$ cat src/rtl/dino_pkg.sv
// Shared definitions for the dino game datapath: frame sequencer state
// encoding and the screen geometry used by both the sequencer and the
// pixel renderer.
package dino_pkg;

  // Frame sequencer states.
  typedef enum logic [1:0] {
    ST_IDLE   = 2'd0,
    ST_UPDATE = 2'd1,
    ST_RENDER = 2'd2,
    ST_DONE   = 2'd3
  } seq_state_t;

  // Screen geometry (160 x 120 pixels).
  localparam int SCREEN_X_MAX = 159;
  localparam int SCREEN_Y_MAX = 119;
  localparam int PIXEL_COUNT  = 19200;

endpackage

$ cat src/rtl/frame_divider.sv
// Free-running frame divider. Counts 0..FRAME_CYCLES-1 and flags the last
// cycle of every frame with tick; it never stalls, whatever the sequencer
// is doing, so frame boundaries stay locked to the system clock.
module frame_divider #(
  parameter int FRAME_CYCLES = 833333
) (
  input  logic clk,
  input  logic reset,
  output logic tick
);

  localparam int CNT_W = (FRAME_CYCLES > 1) ? $clog2(FRAME_CYCLES) : 1;
  localparam logic [CNT_W-1:0] LAST = CNT_W'(FRAME_CYCLES - 1);

  logic [CNT_W-1:0] count;

  // Frame cycle counter, wraps to zero after the last cycle of the frame.
  always_ff @(posedge clk) begin
    if (reset) begin
      count <= {CNT_W{1'b0}};
    end else if (count == LAST) begin
      count <= {CNT_W{1'b0}};
    end else begin
      count <= count + CNT_W'(1);
    end
  end

  // Tick marks the final cycle of each frame.
  always_comb begin
    if (count == LAST) begin
      tick = 1'b1;
    end else begin
      tick = 1'b0;
    end
  end

endmodule

$ cat src/rtl/frame_sequencer.sv
// Per-frame scheduler for the dino game. Each frame tick runs an optional
// game-logic update (start/done handshake with a bounded wait) followed by
// a full pixel sweep for the VGA adapter. The two phases are exclusive, so
// game logic and renderer never touch shared state in the same cycle.
module frame_sequencer
  import dino_pkg::*;
#(
  parameter int FRAME_CYCLES   = 833333,
  parameter int UPDATE_TIMEOUT = 255,
  parameter int X_MAX          = SCREEN_X_MAX,
  parameter int Y_MAX          = SCREEN_Y_MAX
) (
  input  logic        clk,
  input  logic        reset,
  input  logic        run,
  input  logic        update_done,
  output logic        update_start,
  output logic [7:0]  x,
  output logic [6:0]  y,
  output logic        plot,
  output logic        frame_done,
  output logic [15:0] frame_count,
  output logic        overrun,
  output logic        upd_timeout
);

  // Wait counter must be able to hold UPDATE_TIMEOUT itself.
  localparam int WAIT_W = (UPDATE_TIMEOUT > 0) ? $clog2(UPDATE_TIMEOUT + 1) : 1;
  localparam logic [WAIT_W-1:0] WAIT_LAST = WAIT_W'(UPDATE_TIMEOUT);
  localparam logic [7:0] X_LAST = 8'(X_MAX);
  localparam logic [6:0] Y_LAST = 7'(Y_MAX);

  logic              tick;
  seq_state_t        state;
  logic [WAIT_W-1:0] wait_count;

  frame_divider #(
    .FRAME_CYCLES(FRAME_CYCLES)
  ) u_divider (
    .clk  (clk),
    .reset(reset),
    .tick (tick)
  );

  // Frame FSM with all handshake, sweep and status outputs registered.
  always_ff @(posedge clk) begin
    if (reset) begin
      state        <= ST_IDLE;
      wait_count   <= {WAIT_W{1'b0}};
      update_start <= 1'b0;
      x            <= 8'd0;
      y            <= 7'd0;
      plot         <= 1'b0;
      frame_done   <= 1'b0;
      frame_count  <= 16'd0;
      overrun      <= 1'b0;
      upd_timeout  <= 1'b0;
    end else begin
      // Pulse outputs default low; the state that needs them raises them.
      update_start <= 1'b0;
      frame_done   <= 1'b0;

      // A tick that finds the sequencer busy is dropped: that frame is skipped.
      if (tick && (state != ST_IDLE)) begin
        overrun <= 1'b1;
      end

      case (state)
        ST_IDLE: begin
          // run is only looked at here, on the tick cycle.
          if (tick) begin
            if (run) begin
              state        <= ST_UPDATE;
              update_start <= 1'b1;
              wait_count   <= {WAIT_W{1'b0}};
            end else begin
              state <= ST_RENDER;
              plot  <= 1'b1;
              x     <= 8'd0;
              y     <= 7'd0;
            end
          end
        end

        ST_UPDATE: begin
          // A done pulse takes priority over the timeout in the same cycle.
          if (update_done) begin
            state <= ST_RENDER;
            plot  <= 1'b1;
            x     <= 8'd0;
            y     <= 7'd0;
          end else if (wait_count == WAIT_LAST) begin
            state       <= ST_RENDER;
            plot        <= 1'b1;
            x           <= 8'd0;
            y           <= 7'd0;
            upd_timeout <= 1'b1;
          end else begin
            wait_count <= wait_count + WAIT_W'(1);
          end
        end

        ST_RENDER: begin
          // Raster order: x runs fastest, y advances at the end of a row.
          if (x == X_LAST) begin
            x <= 8'd0;
            if (y == Y_LAST) begin
              state       <= ST_DONE;
              plot        <= 1'b0;
              y           <= 7'd0;
              frame_done  <= 1'b1;
              frame_count <= frame_count + 16'd1;
            end else begin
              y <= y + 7'd1;
            end
          end else begin
            x <= x + 8'd1;
          end
        end

        ST_DONE: begin
          state <= ST_IDLE;
        end

        default: begin
          state <= ST_IDLE;
          plot  <= 1'b0;
          x     <= 8'd0;
          y     <= 7'd0;
        end
      endcase
    end
  end

endmodule

$ cat config.mk
export PLATFORM = sky130hd
export DESIGN_NAME = frame_sequencer
export DESIGN_NICKNAME = d
export VERILOG_FILES = /design/src/rtl/dino_pkg.sv /design/src/rtl/frame_divider.sv /design/src/rtl/frame_sequencer.sv
export SDC_FILE = /design/constraint.sdc
export NUM_CORES = 1
export LEC_CHECK = 0
export ABC_AREA = 0
export CAP_MARGIN = 5
export CORE_ASPECT_RATIO = 1.1
export CORE_MARGIN = 2
export CORE_UTILIZATION = 60
export CTS_CLUSTER_SIZE = 28
export DETAILED_ROUTE_END_ITERATION = 7
export PLACE_DENSITY_LB_ADDON = 0.1
export SYNTH_ARGS = -nofsm -noshare
export SYNTH_HDL_FRONTEND = slang
export SYNTH_SLANG_ARGS = --single-unit
export TNS_END_PERCENT = 10
$ cat constraint.sdc
create_clock -name clk -period 5.9 [get_ports clk]
set_input_delay 0.59 -clock clk [delete_from_list [all_inputs] [get_ports clk]]
set_output_delay 0.59 -clock clk [all_outputs]
set_load 0.02 [all_outputs]
# Yosys cells after proc, flatten, opt, wreduce, memory -nomap -nowiden
# Cells that the tools add are included.
[totals]
reg_bits = 66
in_bits = 4
[classes]
add_sub_neg = 5
n_eq_ne = 15
n_mux = 35
bitwise_logic = 5
n_reduce_logical = 15
[ops]
columns = ["operator", "n"]
rows = [
  ["two-way mux 8 bit", 9],
  ["two-way mux 7 bit", 6],
  ["one-hot mux 8 bit (3 select lines)", 1],
  ["one-hot mux 7 bit (3 select lines)", 1],
  ["adder 20 x 1 -> 20 bit (second input constant)", 1],
  ["equality test 20 bit (second input constant)", 1],
  ["adder 16 x 1 -> 16 bit (second input constant)", 1],
  ["adder 8 x 1 -> 8 bit (second input constant)", 2],
  ["equality test 8 bit (second input constant)", 2],
  ["one-hot mux 8 bit (2 select lines)", 1],
  ["inequality test 2 bit (second input constant)", 7],
  ["two-way mux 2 bit", 6],
  ["AND reduction 5 bit", 2],
  ["two-way mux 1 bit", 9],
  ["one-hot mux 2 bit (4 select lines)", 1],
  ["AND reduction 4 bit", 2],
  ["adder 7 x 1 -> 7 bit (second input constant)", 1],
  ["equality test 7 bit (second input constant)", 1],
  ["AND reduction 3 bit", 2],
  ["AND reduction 6 bit", 1],
  ["OR reduction 3 bit", 2],
  ["NOT 1 bit", 5],
  ["equality test 2 bit (second input constant)", 2],
  ["nonzero test 2 bit", 2],
  ["7 further kinds", 7],
]

# Longest topological paths before layout
[logic_depth]
word_depth = 4
ltp_mapped = 10
ltp_nobuf = 7

# Modules after synthesis
# A second synthesis with hierarchy kept.
[unflattened]
cells_unflattened = 384
area_unflattened_um2 = 3268.1
[by_module_without_submodules]
columns = ["mod", "instances", "cells_each", "area_per_inst_um2", "seq_area_each_um2"]
rows = [
  ["frame_sequencer", 1, 276, 2303.5, 920.9],
  ["frame_divider", 1, 108, 964.7, 400.4],
]

# Worst setup path before layout
# Ideal clock, no wire load.
[synth_path]
kind = "register -> register"
start = "register x[0]"
end = "register frame_count[12]"
setup_time_ns = 0.070
t_arrival_ns = 2.230
slack_ns = 3.600
path_stages_with_launch = 8
synth_period_minus_slack_ns = 2.300
path_cell_list = "dfxtp_1 -> ha_1 -> nand4_1 -> nor4_2 -> nand4_1 -> clkbuf_1 -> or4_1 -> a21oi_1"
[synth_via]
elab_chain_cells = 2
[synth_lines]
columns = ["element", "line_no", "source"]
rows = [
  ["start, declared", "frame_sequencer.sv:18", "output logic [7:0] x,"],
  ["start signal, assigned", "frame_sequencer.sv:117", "x <= x + 8'd1;"],
  ["equality test 8 bit", "frame_sequencer.sv:105", "if (x == X_LAST) begin"],
  ["AND reduction 3 bit (no source line)", "n/a", ""],
  ["end signal, assigned", "frame_sequencer.sv:112", "frame_count <= frame_count + 16'd1;"],
  ["end, declared", "frame_sequencer.sv:22", "output logic [15:0] frame_count,"],
]
# No other way between the ends.
# A chain may end at the register's enable or synchronous reset.

# Worst setup path after layout
[layout_path]
start = "register x[0]"
end = "register y[0]"
[layout_via]
elab_chain_cells = 3
[layout_lines]
columns = ["element", "line_no", "source"]
rows = [
  ["equality test 8 bit", "frame_sequencer.sv:105", ""],
  ["inequality test 2 bit (no source line)", "n/a", ""],
  ["AND reduction 5 bit (no source line)", "n/a", ""],
  ["end signal, assigned", "frame_sequencer.sv:114", "y <= y + 7'd1;"],
  ["end, declared", "frame_sequencer.sv:19", "output logic [6:0] y,"],
]
# No other way between the ends.

==> out/summary.txt <==
Status -> completed
RSZ-0062 raised after global routing -> no
Gp weighted congestion -> 0.9128
Layout Cells excl Fill -> 529
Bufs on Longest Clock Path -> 2
Initial Utilization -> 62.69%
DP HPWL -> 5216 um
Fmax -> 0.3347 GHz
Synth async-reset ratio -> 0%
Routed WL -> 7782 um
Fin crit share -> 50.64%
Most used flip-flop cell after synthesis -> dfxtp_1
GRT Total Usage -> 26.64%
Static Leak -> 1.314 nW
# setup viols final -> 0
Most frequent cell after synthesis -> dfxtp_1
Skew-Pair Late Insertion Delay -> 350 ps
CP arrival -> 3260 ps
Final worst path period need -> 2988 ps
Met1 WL -> 3486 um
Layout area overhead -> 18.94%
Final Hold Fails -> 0
Maximum VDD drop -> 0.2289 mV
Post-CTS sizing -> 0
Drt pass-1 iters -> 5
Vias in the first global route -> 2872
Syn nets -> 431
First-pass GRT wire length -> 12900 um
Vias -> 3195
Final nets -> 464
Layout cell share with drive strength beyond 1 -> 5.286%
GRT Residual Overflow -> 0
Ranking of synthesized cells by area -> dfxtp_1 39%, a21oi_1 5.2%, nand3_1 4.7%
#FFs+latches synth -> 66
Critical Path Start Type -> flop
Finished Core Util -> 74.56%
Wire per inst -> 14.71 um
I/O Buffers -> 39
Largest net degree at the start of global routing -> 47
Commonest cells in the synthesized netlist -> 66 x dfxtp_1, 41 x nor2_1, 35 x a21oi_1
DRT iter0 DRCs -> 324
Site Rows -> 28
CP Max Fanout -> 11
Relative slew slack -> 32.45%
Ys Warns -> 0
Ratio of total power to cell area -> 223.4 nW/um^2
Sequential share of the synthesized area -> 39.07%
Hold/Removal Path Class -> reg2reg
Post-synth EDFFs -> 0
Sum Neg Setup Slack -> 0 ps
Layout Skew -> 11.59 ps
Setup ws final -> 2912 ps
Average cell area after synthesis -> 8.130 um^2
Distinct cell type count after synthesis -> 45
Inserted Diodes -> 0
Syn Std Cell Area -> 3382 um^2
CTS sink cnt -> 66
CTS clk-pin slew, worst paths -> 70 ps
Cells after synthesis -> 416
Vias/cell -> 6.040
Core Region -> 5395 um^2
# hold bufs at CTS -> 0
Worst path required time -> 6170 ps
Final ANT Viol Nets -> 0
Max-Cap Viols -> 0
Crit end category -> flop
CTS tree -> done
Max Slew Vio Count -> 0
R2R Setup Slk -> 2910 ps
Post CTS Setup Buffer Count -> 0
Placed cell area -> 3795 um^2
Placed Cells incl. Taps -> 513
Chip Height -> 82.74 um
Dpl ws -> 2926 ps
Initial antenna violation count -> 0
Num CTS Buffers -> 9
Filler cells -> 432
Routed wl met3 -> 377 um
Largest area contributor in the netlist -> dfxtp_1
Die width -> 75.59 um
Met2 wire len -> 3756 um
CTS root buffer -> clkbuf_8
Worst slew pin tran -> 1003 ps
Hold_ws -> 477.6 ps
Die area -> 6254 um^2
Finished Cell Area -> 4023 um^2
H-tree depth -> 3
Yosys top cell area share -> 39.07%
DRC -> 0
Kind of critical path -> reg2reg
Top sig layer -> met4
I/O pins -> 40
Total power draw -> 0.8988 mW
==> worst max-delay path, stage by stage, from the launching register on <==
cell and delay, ps:
dfxtp_1 430, ha_1 230, nand4_1 220, o21ai_0 860
nand2_1 430, or4_1 570, a21oi_1 160
==> state kept, by name (all words and copies together), names as in the netlist <==
signal           count
overrun              1
upd_timeout          1
x                    8
wait_count           8
frame_done           1
state                2
update_start         1
u_divider.count     20
y                    7
frame_count         16
plot                 1
==> report_power, final <==
part           switching (mW)  internal (mW)
clock network           0.182          0.250
registers             0.00210          0.447
logic                  0.0121        0.00551
total                   0.196          0.702
==> final timing paths <==
check / startpoint / end / depth (start not counted)
max: x[0]$_SDFFE_PP0P_ / y[0]$_SDFFE_PP0P_ / 6
min: u_divider.count[0]$_SDFF_PP0_ / u_divider.count[0]$_SDFF_PP0_ / 1
max reg2reg: x[0]$_SDFFE_PP0P_ / y[0]$_SDFFE_PP0P_ / 6
min reg2reg: u_divider.count[0]$_SDFF_PP0_ / u_divider.count[0]$_SDFF_PP0_ / 1
==> logic make-up after synthesis <==
logic type	Yosys count	synth area share (%)
simple gates	187	29.30
compound gates	94	16.80
flops	66	39.07
buf+inv	33	4.106
xor+xnor	21	5.438
fa+ha+maj	11	4.069
mux	4	1.221
==> routing by layer <==
layer / GRT usage (%) / vias to the layer above
met5: 0 / -
met4: 11.75 / 0
met3: 4.733 / 18
met2: 43.39 / 96
met1: 34.29 / 1488
li1: - / 1593
==> placed cells by master, fill, tap and decap left out, types with 2 or more instances in the layout <==
cell type	instances
a31oi_1	3
inv_1	14
nor4_1	6
nand3_1	32
bufinv_16	2
and4_1	3
xor2_1	10
mux2i_1	3
or3_1	8
xnor2_1	11
clkinv_4	2
a21oi_1	35
nand2b_1	4
and3_1	8
nand4_1	13
and2_1	2
clkbuf_8	10
o21ai_0	26
ha_1	11
o31a_1	2
clkdlybuf4s50_1	39
nor3_1	11
nand4b_1	6
buf_4	2
nor2b_1	5
nor2_1	41
dfxtp_1	66
a311oi_1	2
o311ai_0	2
o31ai_1	11
nand2_1	31
o32ai_1	3
or4_1	12
==> final cells by class <==
cell class	count	area (um^2)	area share [%]
inverters	14	52.55	1.306
repair buffers	41	405.4	10.08
clock buffers	10	137.6	3.421
clock inverters	6	90.09	2.240
multi-input cells	317	1922	47.78
flip-flops and latches	66	1321	32.85
well taps	75	93.84	2.333
Note: power is estimated with default switching activity, not from simulation.
